## src/rtl/tx_scheduler.sv

```systemverilog
// Round-robin scheduler that shares one transmitter between N_REQ requesters:
// one register write, one launch, then waits on readydata to finish or time out.
module tx_scheduler #(
  parameter int N_REQ   = 4,
  parameter int ACK_TO  = 16,
  parameter int XFER_TO = 4096
) (
  input  logic                 clk,
  input  logic                 reset,
  input  logic [N_REQ-1:0]     req,
  input  logic [4*N_REQ-1:0]   req_addr,
  input  logic [8*N_REQ-1:0]   req_cfg,
  input  logic [32*N_REQ-1:0]  req_data,
  output logic [N_REQ-1:0]     gnt,
  output logic [N_REQ-1:0]     done,
  output logic [N_REQ-1:0]     err,
  output logic                 busy,
  output logic                 write,
  output logic [3:0]           addin,
  output logic [7:0]           data,
  output logic                 startTx,
  output logic [31:0]          txdata,
  input  logic                 readydata,
  output logic [2:0]           dbg_state
);

  // Handshake: req[i] is a level held by requester i until done[i] or err[i]
  // pulses for one cycle; gnt[i] marks ownership from CFG through DONE/ERR.

  localparam int IW = (N_REQ > 1) ? $clog2(N_REQ) : 1;

  typedef enum logic [2:0] {
    S_IDLE  = 3'd0,
    S_CFG   = 3'd1,
    S_START = 3'd2,
    S_ACK   = 3'd3,
    S_XFER  = 3'd4,
    S_DONE  = 3'd5,
    S_ERR   = 3'd6
  } state_t;

  state_t        state_q, state_d;
  logic [IW-1:0] idx_q, idx_d;
  logic [IW-1:0] ptr_q, ptr_d;
  logic [15:0]   cnt_q, cnt_d;
  logic [31:0]   txdata_q, txdata_d;

  logic          win_found;
  logic [IW-1:0] win_idx;
  logic [IW-1:0] cand;
  logic [N_REQ-1:0] owner;

  // Search starts one past the last owner, so the last owner has lowest priority.
  always_comb begin
    win_found = 1'b0;
    win_idx   = '0;
    cand      = '0;
    for (int i = 1; i <= N_REQ; i++) begin
      cand = IW'((32'(ptr_q) + 32'(i)) % 32'(N_REQ));
      if (!win_found && req[cand]) begin
        win_found = 1'b1;
        win_idx   = cand;
      end
    end
  end

  always_ff @(posedge clk or negedge reset) begin
    if (!reset) begin
      state_q  <= S_IDLE;
      idx_q    <= '0;
      ptr_q    <= IW'(N_REQ - 1);
      cnt_q    <= '0;
      txdata_q <= '0;
    end else begin
      state_q  <= state_d;
      idx_q    <= idx_d;
      ptr_q    <= ptr_d;
      cnt_q    <= cnt_d;
      txdata_q <= txdata_d;
    end
  end

  always_comb begin
    state_d  = state_q;
    idx_d    = idx_q;
    ptr_d    = ptr_q;
    cnt_d    = cnt_q;
    txdata_d = txdata_q;
    case (state_q)
      S_IDLE: begin
        if (readydata && win_found) begin
          idx_d   = win_idx;
          state_d = S_CFG;
        end
      end
      S_CFG: state_d = S_START;
      S_START: begin
        txdata_d = req_data[32*idx_q +: 32];
        cnt_d    = '0;
        state_d  = S_ACK;
      end
      S_ACK: begin
        if (!readydata) begin
          cnt_d   = '0;
          state_d = S_XFER;
        end else if (cnt_q == 16'(ACK_TO - 1)) begin
          state_d = S_ERR;
        end else begin
          cnt_d = cnt_q + 16'd1;
        end
      end
      S_XFER: begin
        if (readydata) begin
          state_d = S_DONE;
        end else if (cnt_q == 16'(XFER_TO - 1)) begin
          state_d = S_ERR;
        end else begin
          cnt_d = cnt_q + 16'd1;
        end
      end
      S_DONE, S_ERR: begin
        ptr_d   = idx_q;
        state_d = S_IDLE;
      end
      default: state_d = S_IDLE;
    endcase
  end

  // Outputs decode registered state and idx; addin/data/txdata pass the
  // requester's inputs through only in the cycle they are consumed.
  always_comb begin
    owner     = N_REQ'(1) << idx_q;
    busy      = (state_q != S_IDLE);
    gnt       = busy ? owner : '0;
    done      = (state_q == S_DONE) ? owner : '0;
    err       = (state_q == S_ERR) ? owner : '0;
    write     = (state_q == S_CFG);
    addin     = (state_q == S_CFG) ? req_addr[4*idx_q +: 4] : 4'd0;
    data      = (state_q == S_CFG) ? req_cfg[8*idx_q +: 8] : 8'd0;
    startTx   = (state_q == S_START);
    txdata    = (state_q == S_START) ? req_data[32*idx_q +: 32] : txdata_q;
    dbg_state = state_q;
  end

endmodule

```

## config.mk

```make
export PLATFORM = sky130hd
export DESIGN_NAME = tx_scheduler
export DESIGN_NICKNAME = d
export VERILOG_FILES = /design/src/rtl/tx_scheduler.sv
export SDC_FILE = /design/constraint.sdc
export NUM_CORES = 1
export LEC_CHECK = 0
export BUFFER_PORTS_ARGS = -buffer_cell sky130_fd_sc_hd__buf_2
export CORE_AREA = 2 2 94 96
export CTS_CLUSTER_DIAMETER = 80
export DETAILED_ROUTE_END_ITERATION = 16
export DIE_AREA = 0 0 96 98
export GPL_TIMING_DRIVEN = 0
export PLACE_DENSITY = 0.86
export SYNTH_ARGS = -nofsm -noshare
export SYNTH_HDL_FRONTEND = slang
export SYNTH_SLANG_ARGS = --single-unit
```

## constraint.sdc

```tcl
create_clock -name clk -period 5.48 [get_ports clk]
set_clock_uncertainty 0.15 [all_clocks]
set_input_delay 0.274 -clock clk [delete_from_list [all_inputs] [get_ports clk]]
set_output_delay 0.274 -clock clk [all_outputs]
set_load 0.05 [all_outputs]
```

==> results of run 1 <==
[cell type report]
cell class	count	area, µm²	share of cell area
flip-flops and latches	55	1379	0.2584
well taps	108	135.1	0.02532
clock inverters	2	38.79	0.007268
plain buffers	25	131.4	0.02462
repair buffers	245	1246	0.2335
multi-input cells	226	2311	0.4331
clock buffers	6	72.57	0.01360
inverters	6	22.52	0.004220
[worst max-delay path, delay by kind of cell (launching register included)]
family | cells | cell delay, ns
buffers and inverters | 3 | 0.78
DFF | 1 | 0.43
muxes | 1 | 0.41
and+or+nand+nor | 2 | 0.74
[synth_stat cells, drive strengths merged]
library cell,instances
or4b,1
nand2,17
o2111ai,2
nand4,1
a31oi,6
nand2b,4
mux4,44
ha,1
a2111oi,1
or2b,1
xor2,3
clkbuf,11
nand3,4
or3,2
dfstp,2
nor4b,1
a41o,2
and4b,1
nor4,3
buf,14
nor3b,2
nor2b,15
and3,4
or2,1
nor2,29
mux2i,4
xnor2,3
a31o,5
dfrtp,53
and4,2
nand3b,2
o22ai,1
o21ai,9
and2,2
mux2,34
nor3,5
inv,6
a21oi,8
a2bb2oi,1
a211oi,2
a22oi,1
o211ai,2
[timing repair]
action	4_1_cts	5_1_grt
endpoints found under the hold margin	0	12
hold buffers	0	1
setup buffers	0	0
[metal layers]
layer / wire length, µm / part of all wire / vias to the layer above
met2: 6184 / 0.52 / 153
met3: 769 / 0.065 / 21
li1: - / - / 1693
met1: 4613 / 0.39 / 1815
met5: 0 / 0 / -
met4: 234 / 0.020 / 0
[final timing paths]
check                           depth (start not counted)                      from  slack, ns                       end
worst max-delay path                                    6  dbg_state[2]$_DFFE_PN0P_       2.36                txdata[26]
worst min-delay path                                    3                 readydata       0.09  dbg_state[0]$_DFFE_PN0P_
worst max register to register                          5  dbg_state[2]$_DFFE_PN0P_       3.06    txdata_q[26]$_DFF_PN0_
worst min register to register                          1     txdata_q[7]$_DFF_PN0_       0.35     txdata_q[7]$_DFF_PN0_
max in group asynchronous                               3                     reset       4.35      ptr_q[1]$_DFFE_PN1P_
min in group asynchronous                               2                     reset       0.24    txdata_q[10]$_DFF_PN0_
[flip-flops by register name, summed over array words and instances (netlist names)]
register,count
ptr_q,2
cnt_q,16
txdata_q,32
idx_q,2
dbg_state,3
[metrics by stage]
step	cell area [µm²]	utilization	total power, mW	instances	worst slack (ns)
2_1_floorplan	3844	-	2.564	312	2.771
3_3_place_gp	5195	0.6137	3.053	663	2.742
3_5_place_dp	5195	0.6137	3.109	663	2.693
4_1_cts	5306	0.6268	3.391	671	2.344
5_1_grt	5336	0.6304	3.545	673	2.202
6_report	5336	0.6304	3.380	673	2.365
[where the power goes]
part,leakage [nW],switching [mW],internal [mW],total (mW)
logic,1.84,1.66,0.811,2.47
clock network,0.0558,0.139,0.138,0.278
registers,0.681,0.0630,0.566,0.629
total,2.58,1.86,1.52,3.38
[logic make-up after synthesis]
group / synth area share
simple gates: 0.1367
mux: 0.3678
flops: 0.3587
compound gates: 0.07975
buf+inv: 0.04004
xor+xnor: 0.01367
fa+ha+maj: 0.003255
==> run_results.csv, run 1 <==
group,metric,value,unit
status,status,"finished, final reports clean",
setup_path,max_stage_delay,0.51,ns
cells_and_area,diodes,0,
grt,grt_pass1_wl,18.69,mm
synth,ys_types,52,
cells_and_area,fillers,636,
setup_path,start_kind,"flop",
clock_network,cts_sinks,55,
synth,syn_inst,312,
sta,drv_slew,0,
synth,yosysTopAreaCell,"dfrtp_1",
detailed_routing,drtAntennaViolNets,0,
sta,max_freq,0.3210,GHz
grt,grt.overflow.total,0,
worst_hold_path,hold_class,"input pin to flop",
clock_network,cts_buffers,5,
grt,grt_util_met2,0.4231,
cells_and_area,drive_above_1_share,0.6336,
clock_network,clk_latency,0.31,ns
synth,netlist_area,3844,µm²
placed_design,detailed_place_hpwl,9.701,mm
floorplanning,fp.dieW,96,µm
floorplanning,core-area,8466,µm²
clock_network,cts_tree,"built",
sta,finalCriticalPeriod,3.115,ns
sta,worstMarginPinSlew,0.6610,ns
sta,setup_viol,0,
cells_and_area,area_delta_synth_final,38.83,%
setup_path,end_kind,"primary output",
run,cap_violations,0,
detailed_routing,vias_per_cell,5.471,
floorplanning,io_pins,245,
setup_path,cp_common_cell,"buf_2",
power,vdd_drop_max,0.4457,mV
detailed_routing,drtIter0Drc,173,
sta,slew_headroom,0.5560,
setup_path,critPathArrivalTime,2.69,ns
setup_path,worstPathRequired,5.06,ns
synth,syn-num-nets,496,
grt,grt_util_met3,0.06019,
synth,synth-seq-area-share,0.3587,
sta,fin_tns_setup,0,ns
detailed_routing,dr.pass1.iters,4,
clock_network,htree_levels,2,
sta,fin_crit_sh,0.5685,
synth,avgSynthCellArea,12.32,µm²
setup_path,critPathKind,"flop to primary output",
detailed_routing,totalWireLength,11.80,mm
floorplanning,die-area,9408,µm²
clock_network,cts_resized,0,
sta,finalHoldViolCount,0,
clock_network,cts_buffer_depth,2,
detailed_routing,vias,3682,
detailed_routing,drt-wirelength-per-cell,17.54,µm
grt,antenna_found_initial,0,
floorplanning,initial_core_util,0.4540,
cells_and_area,final_common_cell,"buf_2",
power,power_density,633.4,nW/µm²
clock_network,clkSlewWorstSetupHoldPaths,0.10,ns
grt,track_usage,0.2555,
synth,yosys_warnings,0,
sta,holdWs,0.08948,ns
cells_and_area,layout_common_cells,"251 x buf_2, 53 x dfrtp_1, 44 x mux4_2",
synth,synth_area_leaders,"dfrtp_1 35%, mux4_2 26%, mux2_2 10%",
synth,synth.top_cell.area_share,0.3451,
placed_design,numPortBuffers,243,
floorplanning,rows,34,
setup_path,crit_slowest_cell,"nor2_1",
setup_path,worstPathCellList,"buf_4 > or2b_1 > nor2_1 > buf_2 > mux2_2 > buf_2",
grt,grt_pass1_vias,3887,
synth,ys_seq_elements,55,
clock_network,root_buffer,"clkbuf_8",
floorplanning,fp.dieH,98,µm
setup_path,critical_path.max_fanout,10,
power,power.leakage,2.579,nW
grt,grt_max_degree,56,
placed_design,gp_congestion,0.8969,
grt,top_usage_layer,"met2",
detailed_routing,drc_errors,0,
grt,grt_util_met1,0.3306,
cells_and_area,nets,748,
sta,rsz0062_at_grt,"false",
(Power assumes the default switching activity.)
==> run 2, diff against run 1 <==
- CORE_AREA: 2 2 94 96 -> not set
- CORE_UTILIZATION: not set -> 43
- DIE_AREA: 0 0 96 98 -> not set
- PLACE_DENSITY: 0.86 -> 0.81
- clock period: 5.48 -> 2.9 ns (I/O delays scaled with it)
==> run 2 against run 1 <==
Net effect:
- sequential power up 91%
- highest routed layer unchanged
- combinational power up 88%
- via count rose by 0.76%
- flip-flop and latch count unchanged
- cell area down 0.30%
- final cell count is 0.15% lower
- sequential share of layout area up 0.079 points
- largest cell class unchanged
==> run_results.csv, run 2 (synthesis results as in run 1) <==
group,metric,value,unit
status,status,"finished, final reports clean",
grt,grt.overflow.total,0,
placed_design,detailed_place_hpwl,9.446,mm
power,power.leakage,2.568,nW
detailed_routing,totalWireLength,11.43,mm
setup_path,critical_path.max_fanout,10,
setup_path,worstPathCellList,"buf_4 > or2b_1 > nor2_2 > buf_2 > mux2_2 > buf_2",
floorplanning,initial_core_util,0.4429,
sta,finalCriticalPeriod,2.727,ns
detailed_routing,drc_errors,0,
sta,fin_tns_setup,0,ns
grt,grt_max_degree,56,
clock_network,htree_levels,2,
grt,track_usage,0.2436,
sta,setup_ws,0.1727,ns
placed_design,gp_congestion,0.8289,
detailed_routing,drtAntennaViolNets,0,
cells_and_area,final_common_cell,"buf_2",
clock_network,clkSlewWorstSetupHoldPaths,0.11,ns
placed_design,post-place-cells,663,
setup_path,cp_common_cell,"buf_2",
sta,fin_crit_sh,0.9404,
setup_path,crit_slowest_cell,"dfrtp_1",
cells_and_area,layout_common_cells,"249 x buf_2, 53 x dfrtp_1, 44 x mux4_2",
power,swShare,0.5558,
sta,slew_headroom,0.5421,
power,power_density,1186,nW/µm²
detailed_routing,vias,3710,
setup_path,critPathArrivalTime,2.43,ns
cells_and_area,nets,747,
detailed_routing,vias_per_cell,5.521,
cells_and_area,diodes,0,
cells_and_area,area_delta_synth_final,38.41,%
grt,antenna_found_initial,0,
sta,worstMarginPinSlew,0.6868,ns
detailed_routing,drtIter0Drc,209,
floorplanning,die-area,9321,µm²
setup_path,start_kind,"flop",
grt,grt_pass1_wl,17.16,mm
cells_and_area,regArea,1379,µm²
clock_network,cts_buffers,5,
grt,grt_pass1_vias,3577,
clock_network,cts_tree,"built",
setup_path,critPathKind,"flop to primary output",
sta,holdWs,0.04177,ns
placed_design,pre_cts_ws,0.2695,ns
floorplanning,rows,34,
cells_and_area,fin_cells,672,
cells_and_area,largest_reg_flops,32,
power,power.internal,2.803,mW
clock_network,cts_buffer_depth,2,
clock_network,cts_sinks,55,
sta,max_freq,0.3667,GHz
setup_path,end_kind,"primary output",
power,power_switching,3.507,mW
cells_and_area,multi_input_area,2313,µm²
cells_and_area,fillers,746,
worst_hold_path,hold_class,"input pin to flop",
power,seqPwrFrac,0.190,
power,clkPwrFrac,0.074,
sta,drv_slew,0,
floorplanning,core-area,8678,µm²
floorplanning,fp.dieW,96.55,µm
sta,setup_viol,0,
placed_design,numPortBuffers,243,
cells_and_area,drive_above_1_share,0.6365,
power,vdd_drop_max,0.8158,mV
sta,finalHoldViolCount,0,
detailed_routing,dr.pass1.iters,4,
floorplanning,io_pins,245,
clock_network,clk_latency,0.31,ns
setup_path,worstPathRequired,2.61,ns
run,cap_violations,0,
clock_network,root_buffer,"clkbuf_8",
cells_and_area,regMostFlops,"txdata_q",
floorplanning,fp.dieH,96.55,µm
detailed_routing,drt-wirelength-per-cell,17.01,µm
setup_path,max_stage_delay,0.43,ns
sta,rsz0062_at_grt,"false",
power,p_comb_frac,0.737,
## run 2: changes by cell type in the layout (fill, tap and decap cells not counted)
cell / delta
buf_12: -1
buf_2: -2
buf_4: +1
bufinv_16: -1
clkbuf_1: -2
clkbuf_4: +1
clkbuf_8: +1
clkinvlp_4: +1
dlygate4sd3_1: +1
inv_6: -1
inv_8: +1
nor2_1: -1
nor2_2: +1
## run 2: metrics by stage
step                utilization  instance area, µm²  total power, mW
CTS                      0.6129                5319            6.342
global route             0.6130                5320            6.629
global placement         0.5986                5195            5.774
detailed placement       0.5986                5195            5.870
floorplan                     -                3844            4.845
finish                   0.6130                5320            6.310
## run 2: layer usage
metal | global-route usage | up-vias | routed length (µm)
li1 | - | 1692 | -
met1 | 0.3252 | 1826 | 4525
met2 | 0.4079 | 157 | 5955
met3 | 0.03912 | 35 | 640
met4 | 0.07721 | 0 | 306
met5 | 0 | - | 0
## run 2: repair_timing
| item | 4_1_cts | 5_1_grt |
|---|---|---|
| hold endpoints to repair | 54 | 0 |
| gates cloned | 0 | 0 |
| hold buffers | 2 | 0 |
| setup endpoints to repair | 28 | 30 |
| setup buffers | 0 | 0 |
| gates resized for setup | 1 | 1 |
## run 2: final timing paths
path	start	to	slack (ns)	cells after the start
worst max-delay path	dbg_state[2]$_DFFE_PN0P_	txdata[27]	0.17	6
min in group asynchronous	reset	txdata_q[3]$_DFF_PN0_	0.27	2
max in group asynchronous	reset	dbg_state[2]$_DFFE_PN0P_	1.88	2
worst min-delay path	req[2]	idx_q[0]$_DFFE_PN0P_	0.04	4
worst max register to register	dbg_state[1]$_DFFE_PN0P_	cnt_q[15]$_DFFE_PN0P_	0.54	6
worst min register to register	txdata_q[31]$_DFF_PN0_	txdata_q[31]$_DFF_PN0_	0.36	1
## run 2: layout make-up
cell class,instances,area share
Multi-Input combinational cell,226,0.4349
Timing Repair Buffer,245,0.2328
Buffer,24,0.02446
Clock buffer,6,0.01552
Sequential cell,55,0.2592
Clock inverter,2,0.003528
Inverter,6,0.004233
Tap cell,108,0.02540
## run 2: power groups by stage
stage / clock network, mW / logic (mW) / registers (mW)
after floorplan: 0 / 3.62 / 1.23
after global placement: 0 / 4.60 / 1.18
after detailed placement: 0 / 4.67 / 1.20
after CTS: 0.473 / 4.69 / 1.18
after global routing: 0.494 / 4.90 / 1.23
final: 0.466 / 4.65 / 1.20
## run 2: critical path: cells and delay by family (launching register included)
kind | cells | cell delay, ns
buffers and inverters | 3 | 0.73
and+or+nand+nor | 2 | 0.56
muxes | 1 | 0.40
DFF | 1 | 0.43
==> run 3, diff against run 2 <==
- RECOVER_POWER: not set -> 25
==> run 3 against run 2 <==
Net effect:
- via count unchanged
- hold slack unchanged
- clock power about the same
==> run_results.csv, run 3 (synthesis results as in run 1) <==
group,metric,value,unit
grt,grt_max_degree,56,
clock_network,cts_setup_buffers,0,
floorplanning,rows,34,
cells_and_area,fin_area,5318,µm²
sta,finalHoldViolCount,0,
detailed_routing,totalWireLength,11.43,mm
cells_and_area,fin_util,0.6127,
grt,antenna_found_initial,0,
cells_and_area,area_delta_synth_final,38.35,%
setup_path,end_kind,"primary output",
placed_design,numPortBuffers,243,
setup_path,critPathKind,"flop to primary output",
detailed_routing,drc_errors,0,
cells_and_area,drive_above_1_share,0.6365,
power,vdd_drop_max,0.8158,mV
power,clkPwrFrac,0.074,
sta,slew_headroom,0.09665,
detailed_routing,drtAntennaViolNets,0,
floorplanning,fp.dieH,96.55,µm
power,swShare,0.5558,
clock_network,clk_latency,0.31,ns
detailed_routing,dr.pass1.iters,4,
cells_and_area,largest_reg_flops,32,
sta,fin_tns_setup,0,ns
cells_and_area,nets,747,
clock_network,root_buffer,"clkbuf_8",
placed_design,post-place-cells,663,
cells_and_area,diodes,0,
detailed_routing,drt-wirelength-per-cell,17.01,µm
power,p_comb_frac,0.737,
grt,grt.overflow.total,0,
detailed_routing,vias,3710,
setup_path,r2r_start,"dbg_state[1]$_DFFE_PN0P_",
cells_and_area,final_common_cell,"buf_2",
floorplanning,initial_core_util,0.4429,
worst_hold_path,worstHoldStart,"req[2]",
clock_network,cts_tree,"built",
worst_hold_path,hold_class,"input pin to flop",
clock_network,clkSlewWorstSetupHoldPaths,0.11,ns
floorplanning,core-area,8678,µm²
placed_design,gp_congestion,0.8289,
grt,grt_pass1_vias,3577,
power,power.leakage,2.567,nW
run,cap_violations,0,
setup_path,worstPathRequired,2.61,ns
sta,max_freq,0.3667,GHz
sta,fin_crit_sh,0.9404,
power,power_switching,3.507,mW
sta,rsz0062_at_grt,"false",
cells_and_area,regMostFlops,"txdata_q",
power,power.internal,2.803,mW
sta,setup_viol,0,
sta,drv_slew,0,
sta,finalCriticalPeriod,2.727,ns
grt,track_usage,0.2436,
floorplanning,io_pins,245,
floorplanning,die-area,9321,µm²
setup_path,critPathArrivalTime,2.43,ns
detailed_routing,vias_per_cell,5.521,
placed_design,placed_area,5195,µm²
clock_network,cts_sinks,55,
power,power_density,1187,nW/µm²
status,status,"finished, final reports clean",
sta,worstMarginPinSlew,1.355,ns
setup_path,start_kind,"flop",
setup_path,critical_path.max_fanout,10,
clock_network,cts_buffer_depth,2,
clock_network,htree_levels,2,
grt,grt_pass1_wl,17.16,mm
cells_and_area,layout_common_cells,"249 x buf_2, 53 x dfrtp_1, 44 x mux4_2",
detailed_routing,drtIter0Drc,209,
clock_network,cts_buffers,5,
floorplanning,fp.dieW,96.55,µm
cells_and_area,fin_cells,672,
placed_design,detailed_place_hpwl,9.446,mm
setup_path,crit_start,"dbg_state[2]$_DFFE_PN0P_",
power,seqPwrFrac,0.190,
sta,holdWs,0.04177,ns
==> run 3: repair_timing <==
item                                   CTS  global route
resized for setup                        1             1
endpoints found under the hold margin   54             0
hold buffers                             2             0
setup endpoints to repair               28            30
==> run 3: worst paths after layout <==
| path | slack [ns] | end | cells after the start |
|---|---|---|---|
| worst max-delay path | 0.17 | txdata[27] | 6 |
| worst min-delay path | 0.04 | idx_q[0]$_DFFE_PN0P_ | 4 |
| worst max register to register | 0.54 | cnt_q[15]$_DFFE_PN0P_ | 6 |
| worst min register to register | 0.36 | txdata_q[31]$_DFF_PN0_ | 1 |
| max in group asynchronous | 1.27 | dbg_state[2]$_DFFE_PN0P_ | 2 |
| min in group asynchronous | 0.53 | txdata_q[3]$_DFF_PN0_ | 2 |
==> run 3: power groups by stage <==
stage / combinational [mW] / clock, mW / sequential, mW
2_1_floorplan: 3.62 / 0 / 1.23
3_3_place_gp: 4.60 / 0 / 1.18
3_5_place_dp: 4.67 / 0 / 1.20
4_1_cts: 4.69 / 0.473 / 1.18
5_1_grt: 4.90 / 0.494 / 1.23
6_report: 4.65 / 0.466 / 1.20
==> run 3: layout make-up <==
class | count | area, µm²
flip-flops and latches | 55 | 1379
clock inverters | 2 | 18.77
clock buffers | 6 | 82.58
multi-input cells | 226 | 2313
plain buffers | 24 | 130.1
well taps | 108 | 135.1
repair buffers | 245 | 1236
inverters | 6 | 22.52
fillers | 745 | 3361
==> run 3: critical path: stages (launching register included) <==
cell	delay (ns)
dfrtp_1	0.43
buf_4	0.18
or2b_1	0.24
nor2_2	0.32
buf_2	0.33
mux2_2	0.40
buf_2	0.22
==> run 3: routing by layer <==
| metal | share of wire | GRT usage | vias to the layer above |
|---|---|---|---|
| li1 | - | - | 1692 |
| met1 | 0.40 | 0.3252 | 1826 |
| met2 | 0.52 | 0.4079 | 157 |
| met3 | 0.056 | 0.03912 | 35 |
| met4 | 0.027 | 0.07721 | 0 |
| met5 | 0 | 0 | - |
==> run 3: metrics by stage <==
stage               setup slack, ns  total power, mW
floorplan                    0.2907            4.845
global placement             0.2620            5.774
detailed placement           0.2695            5.870
CTS                         0.03524            6.342
global route                0.02956            6.629
finish                       0.1727            6.310
